### config.mk
export PLATFORM = sky130hd
export DESIGN_NAME = piso_serializer_flat
export DESIGN_NICKNAME = d
export VERILOG_FILES = /design/src/rtl/piso_serializer_if.sv /design/src/rtl/piso_serializer.sv /design/src/flat_wrapper.sv
export SDC_FILE = /design/constraint.sdc
export NUM_CORES = 1
export LEC_CHECK = 0
export CORE_MARGIN = 1
export CORE_UTILIZATION = 25
export DETAILED_ROUTE_END_ITERATION = 16
export PLACE_DENSITY_LB_ADDON = 0.12
export SETUP_SLACK_MARGIN = 0.3
export SYNTH_ARGS = -nofsm -noshare
export SYNTH_HDL_FRONTEND = slang
export SYNTH_SLANG_ARGS = --single-unit
### constraint.sdc
create_clock -name i_clk -period 1.1 [get_ports i_clk]
set_clock_uncertainty 0.1 [all_clocks]
set_input_delay 0.165 -clock i_clk [delete_from_list [all_inputs] [get_ports i_clk]]
set_output_delay 0.165 -clock i_clk [all_outputs]
set_load 0.02 [all_outputs]
### src/rtl/piso_serializer_if.sv
// piso_serializer_if: load/ready and serial valid/last signals between the PISO and its neighbours.
// The master drives load and shift strobes; the slave (the serializer) drives ready and the serial stream.
interface piso_serializer_if #(
    parameter int N = 4
);
    logic         i_load;
    logic [N-1:0] i_parallel_in;
    logic         i_shift_en;
    logic         o_ready;
    logic         o_serial_out;
    logic         o_serial_valid;
    logic         o_last;

    modport master (
        output i_load, i_parallel_in, i_shift_en,
        input  o_ready, o_serial_out, o_serial_valid, o_last
    );

    modport slave (
        input  i_load, i_parallel_in, i_shift_en,
        output o_ready, o_serial_out, o_serial_valid, o_last
    );
endinterface

### src/rtl/piso_serializer.sv
// piso_serializer: parallel-in/serial-out stage with load/ready handshake and valid/last qualifiers.
// Optional even-parity trailer bit is compiled in with PISO_PARITY_EN.
module piso_serializer #(
    parameter int N         = 4,
    parameter bit MSB_FIRST = 1'b1
) (
    input logic              i_clk,
    input logic              i_rst,
    piso_serializer_if.slave bus
);
    localparam int CW = $clog2(N + 1);

`ifdef PISO_PARITY_EN
    typedef enum logic [1:0] {IDLE = 2'd0, SHIFT = 2'd1, PARITY = 2'd2} state_t;
`else
    typedef enum logic [1:0] {IDLE = 2'd0, SHIFT = 2'd1} state_t;
`endif

    state_t          r_state, w_next_state;
    logic [N-1:0]    r_shreg, w_next_shreg;
    logic [CW-1:0]   r_cnt, w_next_cnt;
    logic            w_last_bit;
    logic            w_data_bit;

    always_ff @(posedge i_clk or posedge i_rst) begin
        if (i_rst) begin
            r_state <= IDLE;
            r_shreg <= '0;
            r_cnt   <= '0;
        end else begin
            r_state <= w_next_state;
            r_shreg <= w_next_shreg;
            r_cnt   <= w_next_cnt;
        end
    end

    always_comb begin
        w_next_state = r_state;
        w_next_shreg = r_shreg;
        w_next_cnt   = r_cnt;
        w_last_bit   = (r_cnt == CW'(1));
        case (r_state)
            IDLE: begin
                if (bus.i_load) begin
                    w_next_shreg = bus.i_parallel_in;
                    w_next_cnt   = CW'(N);
                    w_next_state = SHIFT;
                end
            end
            SHIFT: begin
                if (bus.i_shift_en) begin
                    w_next_shreg = MSB_FIRST ? (r_shreg << 1) : (r_shreg >> 1);
                    w_next_cnt   = (r_cnt != '0) ? r_cnt - CW'(1) : r_cnt;
`ifdef PISO_PARITY_EN
                    w_next_state = w_last_bit ? PARITY : SHIFT;
`else
                    w_next_state = w_last_bit ? IDLE : SHIFT;
`endif
                end
            end
`ifdef PISO_PARITY_EN
            PARITY: w_next_state = bus.i_shift_en ? IDLE : PARITY;
`endif
            default: w_next_state = IDLE;
        endcase
    end

    assign w_data_bit = MSB_FIRST ? r_shreg[N-1] : r_shreg[0];

`ifdef PISO_PARITY_EN
    logic r_par;

    // Parity is captured from the loaded word so it survives the shifting that empties r_shreg.
    always_ff @(posedge i_clk or posedge i_rst) begin
        if (i_rst)
            r_par <= 1'b0;
        else if (r_state == IDLE && bus.i_load)
            r_par <= ^bus.i_parallel_in;
    end

    assign bus.o_serial_out = (r_state == SHIFT) ? w_data_bit : (r_state == PARITY) ? r_par : 1'b0;
    assign bus.o_last       = (r_state == PARITY);
`else
    assign bus.o_serial_out = (r_state == SHIFT) ? w_data_bit : 1'b0;
    assign bus.o_last       = (r_state == SHIFT) && w_last_bit;
`endif

    assign bus.o_ready        = (r_state == IDLE);
    assign bus.o_serial_valid = (r_state != IDLE);
endmodule

### src/flat_wrapper.sv
// flat-port wrapper written by rule: the top's interface ports become plain ports
module piso_serializer_flat 
#(
    parameter int N         = 4,
    parameter bit MSB_FIRST = 1'b1
)
  (i_clk, i_rst, bus_i_load, bus_i_parallel_in, bus_i_shift_en, bus_o_ready, bus_o_serial_out, bus_o_serial_valid, bus_o_last);
  piso_serializer_if #(.N(N)) bus_i ();
  input logic i_clk;
  input logic i_rst;
  input wire logic [$bits(bus_i.i_load)-1:0] bus_i_load;
  input wire logic [$bits(bus_i.i_parallel_in)-1:0] bus_i_parallel_in;
  input wire logic [$bits(bus_i.i_shift_en)-1:0] bus_i_shift_en;
  output wire logic [$bits(bus_i.o_ready)-1:0] bus_o_ready;
  output wire logic [$bits(bus_i.o_serial_out)-1:0] bus_o_serial_out;
  output wire logic [$bits(bus_i.o_serial_valid)-1:0] bus_o_serial_valid;
  output wire logic [$bits(bus_i.o_last)-1:0] bus_o_last;
  assign bus_i.i_load = bus_i_load;
  assign bus_i.i_parallel_in = bus_i_parallel_in;
  assign bus_i.i_shift_en = bus_i_shift_en;
  assign bus_o_ready = bus_i.o_ready;
  assign bus_o_serial_out = bus_i.o_serial_out;
  assign bus_o_serial_valid = bus_i.o_serial_valid;
  assign bus_o_last = bus_i.o_last;
  piso_serializer #(.N(N), .MSB_FIRST(MSB_FIRST)) u_core (.i_clk(i_clk), .i_rst(i_rst), .bus(bus_i));
endmodule
==> metrics.txt, run 1 <==
Post-Syn Nets 58; Worst slew margin 80.1%; HPWL Detailed 837 um; Antenna Cells 0; share of synthesized registers carrying an async set or reset 100%; Post-synth EDFFs 0; first-pass GRT wire length 1900 um; status finished, violations left; Final WS setup -0.312 ns; post-synth top area cell dfrtp_1; Overflow after GRT 0; Clock Sinks 8; I/O Pins 12; die height 46.2 um; initial drt markers 1; Hold Vio Cnt, Final 0; critical path required time 0.83 ns; Root Driver clkbuf_4; crit path capture bus_o_last; routed length per placed instance 11.1 um; full die area 0.00214 mm^2; row cnt 15; synthesized flop and latch total 8; Die X 46.2 um; actual slew at the worst max-slew pin 0.298 ns; final setup fails 12; Final Cycle Share 128%; worst vdd ir 997 uV; Vias 436; antenna violations before repair 0; RSZ-0062 raised after global routing true; Synth Instances 47; worst skew pair latency 0.25 ns; TritonCTS clock tree built; Critical Path Source Type register; Clock Tree Buf Depth 2; largest net degree at the start of global routing 9; commonest cells in the netlist dfrtp_1, mux2i_1, a21oi_1, inv_1; reg2reg setup slack -0.26 ns; CP endpoint kind output pin; Setup crit start u_core.r_cnt[0]; yosys warns 0; drt total wl 1140 um; H-tree depth 1; Yosys cell types 22; CP Max Fanout 2; fraction of layout instances using a drive strength above 1 55.1%; Placer Congestion 0.695; # hold bufs at CTS 0; Core ar. 0.00178 mm^2; Initial Util 27.4%; Max Clk Rate 708 MHz; worst endpoint data arrival time 1.15 ns; Synth Cell Area 489 um^2; Min-Delay Path Class in2async; CTS Buf Count 3; number of I/O port buffers 11; kind of critical path reg2out; most frequent cell after synthesis dfrtp_1; synthesized area per cell 10.4 um^2; drt pass-1 iters 2; Synth top area share 40.9%; reg2reg end u_core.r_cnt[2]; Max Slew Vio Count 0; Final ANT Viol Nets 0; Nets 90; sequential area share after synthesis 40.9%; Leakage Power 0.000404 uW; reg2reg start u_core.r_cnt[0]; synthesis-to-layout area growth 84.1%; Tot GR Track Use 13.3%; ranking of synthesized cells by area dfrtp_1, mux2i_1, ha_1, a211oi_1, a21oi_1; power per standard cell area 2560 mW/mm^2; Power, Total 2300 uW; clock transition at the registers of the reported paths 0.05 ns; failing checks setup timing; vias in the first global route 417; R2R depth 5; vias per inst 4.23; ys flop type dfrtp_1; final worst path period need 1.41 ns; setup_tns -1.91 ns; Max Cap Violations 0; DRC Markers 0
[cell families (layout without fill, tap and decap cells)]
logic type | after synthesis | after routing | synth area share, %
adders and majority gates | 3 | 3 | 7.67
and+or+nand+nor | 12 | 12 | 13.8
AOI/OAI and AO/OA | 11 | 11 | 17.6
DFF | 8 | 8 | 40.9
muxes | 5 | 5 | 10.2
buffers and inverters | 8 | 39 | 9.72
[layout by cell type (no fill, tap or decap), types with 2 or more instances in the layout]
cell,instances
buf_4,13
buf_6,8
dfrtp_1,7
mux2i_1,5
clkdlybuf4s50_1,5
nor2b_1,3
a211oi_2,3
a21oi_1,3
ha_4,3
clkbuf_4,3
nand2_1,2
inv_1,2
a21oi_4,2
dlygate4sd2_1,2
[repair_timing]
action / in CTS / in global routing
pin swaps: 6 / 1
setup buffers: 4 / 0
setup endpoints to repair: 12 / 12
gates resized for setup: 43 / 4
[final cells by class]
class,count,area (um^2)
Fill cell,174,882
Multi-Input combinational cell,31,323
Timing Repair Buffer,30,290
Sequential cell,8,201
Tap cell,25,31.3
Inverter,5,28.8
Clock buffer,4,26.3
[registers in the layout, summed over array words and instances (netlist names)]
register / flops
u_core.r_state: 1
u_core.r_cnt: 3
u_core.r_shreg: 4
[per-layer routing]
layer  global-route usage, %  vias to the layer above  part of all wire [%]
met2                    18.9                       10                    48
met3                    4.71                        0                   4.1
met4                    7.06                        0                     0
met1                    17.4                      196                    48
li1                        -                      230                     -
met5                       0                        -                     0
[power breakdown]
part | switching, uW | internal (uW)
sequential | 116 | 432
combinational | 637 | 877
clock | 102 | 139
total | 854 | 1450
[how the worst min path moves through the flow]
stage / end / cells after the start / slack (ns)
floorplan: u_core.r_cnt[0] / 1 / -0.12
global placement: u_core.r_shreg[3] / 2 / 0.33
detailed placement: u_core.r_shreg[3] / 2 / 0.33
CTS: u_core.r_cnt[2] / 2 / 0.04
global route: u_core.r_cnt[0] / 2 / 0.09
finish: u_core.r_cnt[2] / 2 / 0.05
[critical path, stage by stage (launching register included)]
cell and delay (ns):
dfrtp_1 0.43, ha_4 0.18, and3_4 0.16, buf_6 0.12
[metrics by stage]
stage / hold WS [ns] / cell area [um^2] / instances / util (%) / setup slack [ns]
2_1_floorplan: -0.119 / 517 / 47 / - / -0.102
3_3_place_gp: 0.327 / 757 / 95 / 42.5 / -0.491
3_5_place_dp: 0.331 / 757 / 95 / 42.5 / -0.532
4_1_cts: 0.0448 / 885 / 103 / 49.6 / -0.323
5_1_grt: 0.0881 / 901 / 103 / 50.5 / -0.365
6_report: 0.0491 / 901 / 103 / 50.5 / -0.312
(Power assumes the default switching activity.)
==> run 2: changes to the inputs <==
--- a/config.mk
+++ b/config.mk
@@ -10,6 +10,7 @@
 export DETAILED_ROUTE_END_ITERATION = 16
 export PLACE_DENSITY_LB_ADDON = 0.12
 export SETUP_SLACK_MARGIN = 0.3
+export SLEW_MARGIN = 20
 export SYNTH_ARGS = -nofsm -noshare
 export SYNTH_HDL_FRONTEND = slang
 export SYNTH_SLANG_ARGS = --single-unit
==> results of run 2 <==
The final DEF is identical to that of run 1; final timing and power are the same.
==> run 3: changes to the inputs <==
--- a/config.mk
+++ b/config.mk
@@ -7,9 +7,10 @@
 export LEC_CHECK = 0
 export CORE_MARGIN = 1
 export CORE_UTILIZATION = 25
+export CTS_BUF_LIST = sky130_fd_sc_hd__clkbuf_2
 export DETAILED_ROUTE_END_ITERATION = 16
+export HOLD_SLACK_MARGIN = 0.12
 export PLACE_DENSITY_LB_ADDON = 0.12
-export SETUP_SLACK_MARGIN = 0.3
 export SLEW_MARGIN = 20
 export SYNTH_ARGS = -nofsm -noshare
 export SYNTH_HDL_FRONTEND = slang
==> run 3 against run 2 <==
The flow still finishes with violations (setup timing); die area did not move; wire length fell by 1.2%; setup slack gained 0.032 ns; combinational power increased by 3%; register-to-register slack about the same.
==> metrics.txt, run 3 (synthesized netlist as in run 1, its figures left out) <==
status finished, violations left; failing checks setup timing; DRC Markers 0 (unchanged); Placer Congestion 0.664 (-4.5%); antenna violations before repair 0 (unchanged); family with the most delay on the worst path flip-flops; CP cell instances ha_4 > and3_4 > buf_6; worst vdd ir 1170 uV (+17%); reg2reg start u_core.r_cnt[0]; most frequent cells in the layout buf_4, buf_6, dfrtp_1; HPWL Detailed 813 um (-2.9%); TritonCTS clock tree built; first-pass GRT wire length 1900 um (-0.37%); GR Util met3 3.53% (-1.2 points); reg2reg setup slack -0.25 ns (about the same); Initial Util 27.4% (unchanged); Max Slew Vio Count 0 (unchanged); Die X 46.2 um (unchanged); Vias 448 (+2.8%); power per standard cell area 2550 mW/mm^2 (-0.27%); synthesis-to-layout area growth 83.1%; Clock Sinks 8 (unchanged); initial drt markers 4 (+3); Max Clk Rate 725 MHz (+2.3%); hold slack 0.0587 ns (+0.00961 ns); RSZ-0062 raised after global routing true; # fillers 174 (unchanged); CP max stage cell dfrtp_1; Nets 91 (+1.1%); Core ar. 0.00178 mm^2 (unchanged); Root Driver clkbuf_2; Final WS setup -0.279 ns (+0.0322 ns); fraction of layout instances using a drive strength above 1 57.0% (+1.8 points); actual slew at the worst max-slew pin 0.306 ns (+0.00721 ns); Critical Path Source Type register; most used routing layer met2; Final ANT Viol Nets 0 (unchanged); Power, Total 2280 uW (-0.82%); Leakage Power 0.000408 uW (+0.88%); CTS Buf Count 3 (unchanged); drt pass-1 iters 4 (+2); number of I/O port buffers 11 (unchanged); largest register by flop count u_core.r_shreg; Worst slew margin 79.6% (-0.48 points); full die area 0.00214 mm^2 (unchanged); row cnt 15 (unchanged); final setup fails 10 (-2); Largest register FFs 4 (unchanged); R2R depth 5 (unchanged); Max Cap Violations 0 (unchanged); worst endpoint data arrival time 1.11 ns (-0.04 ns); met1 usage 17.5% (+0.13 points); CP Max Fanout 2 (unchanged); critical path required time 0.83 ns (about the same); vias in the first global route 447 (+7.2%); Overflow after GRT 0 (unchanged); worst skew pair latency 0.23 ns (-0.02 ns); Largest regs u_core.r_shreg x4, u_core.r_cnt x3, u_core.r_state x1; Min-Delay Path Class in2async; Antenna Cells 0 (unchanged); Core Util, Final 50.2% (-0.28 points); Crit path largest cell delay 0.43 ns (about the same); die height 46.2 um (unchanged); GRT met2 Usage 20.8% (+2.0 points); worst path bufs/invs 1 (unchanged); vias per inst 4.31 (+1.8%); largest net degree at the start of global routing 9 (unchanged); I/O Pins 12 (unchanged); clock transition at the registers of the reported paths 0.09 ns (+0.04 ns); CP endpoint kind output pin; kind of critical path reg2out; H-tree depth 1 (unchanged); Clock Tree Buf Depth 2 (unchanged); commonest non-fill, non-tap cell in the layout buf_4; Hold Vio Cnt, Final 0 (unchanged); routed length per placed instance 10.8 um (-2.2%); reg2reg end u_core.r_cnt[2]; drt total wl 1130 um (-1.2%); final worst path period need 1.38 ns (-0.0322 ns); Tot GR Track Use 13.2% (-0.13 points); Final Cycle Share 125% (-2.9 points); Place WS -0.501 ns (+0.0311 ns)
run 3: what timing repair did:
action | 4_1_cts | 5_1_grt
setup buffers | 5 | 2
endpoints found under the hold margin | 8 | 8
pin swaps | 7 | 4
resized for setup | 47 | 6
endpoints found under the setup margin | 12 | 12
run 3: where the power goes:
| part | switching [uW] | internal, uW |
|---|---|---|
| clock network | 107 | 96.7 |
| logic | 651 | 899 |
| registers | 100 | 431 |
run 3: worst max-delay path by stage:
stage                     slack [ns]         endpoint  depth (start not counted)            start
after detailed placement       -0.50       bus_o_last                          4  u_core.r_cnt[1]
after CTS                      -0.30       bus_o_last                          4  u_core.r_cnt[1]
after global routing           -0.34       bus_o_last                          4  u_core.r_cnt[1]
after global placement         -0.49       bus_o_last                          4  u_core.r_cnt[1]
after floorplan                -0.10  u_core.r_cnt[2]                          5  u_core.r_cnt[0]
final                          -0.28       bus_o_last                          3  u_core.r_cnt[0]
run 3: final cells by class:
cell class / instances / area (um^2) / area share, %
clock buffer: 4 / 20.0 / 2.23
inverter: 5 / 28.8 / 3.21
multi-input combinational: 31 / 318 / 35.5
sequential: 8 / 201 / 22.5
tap: 25 / 31.3 / 3.49
timing repair buffer: 31 / 297 / 33.1
run 3: through the flow:
step	setup TNS, ns	cells	cell area (um^2)
after floorplan	-0.299	47	500
after global placement	-3.33	93	713
after detailed placement	-3.30	93	713
after CTS	-1.72	102	860
after global routing	-2.33	104	896
final	-1.78	104	896
run 3: per-layer routing:
layer	vias up	wire length, um	share of wire [%]
met5	-	0	0
met4	0	0	0
met3	0	36	3.2
met2	10	556	49
met1	211	532	47
li1	227	-	-
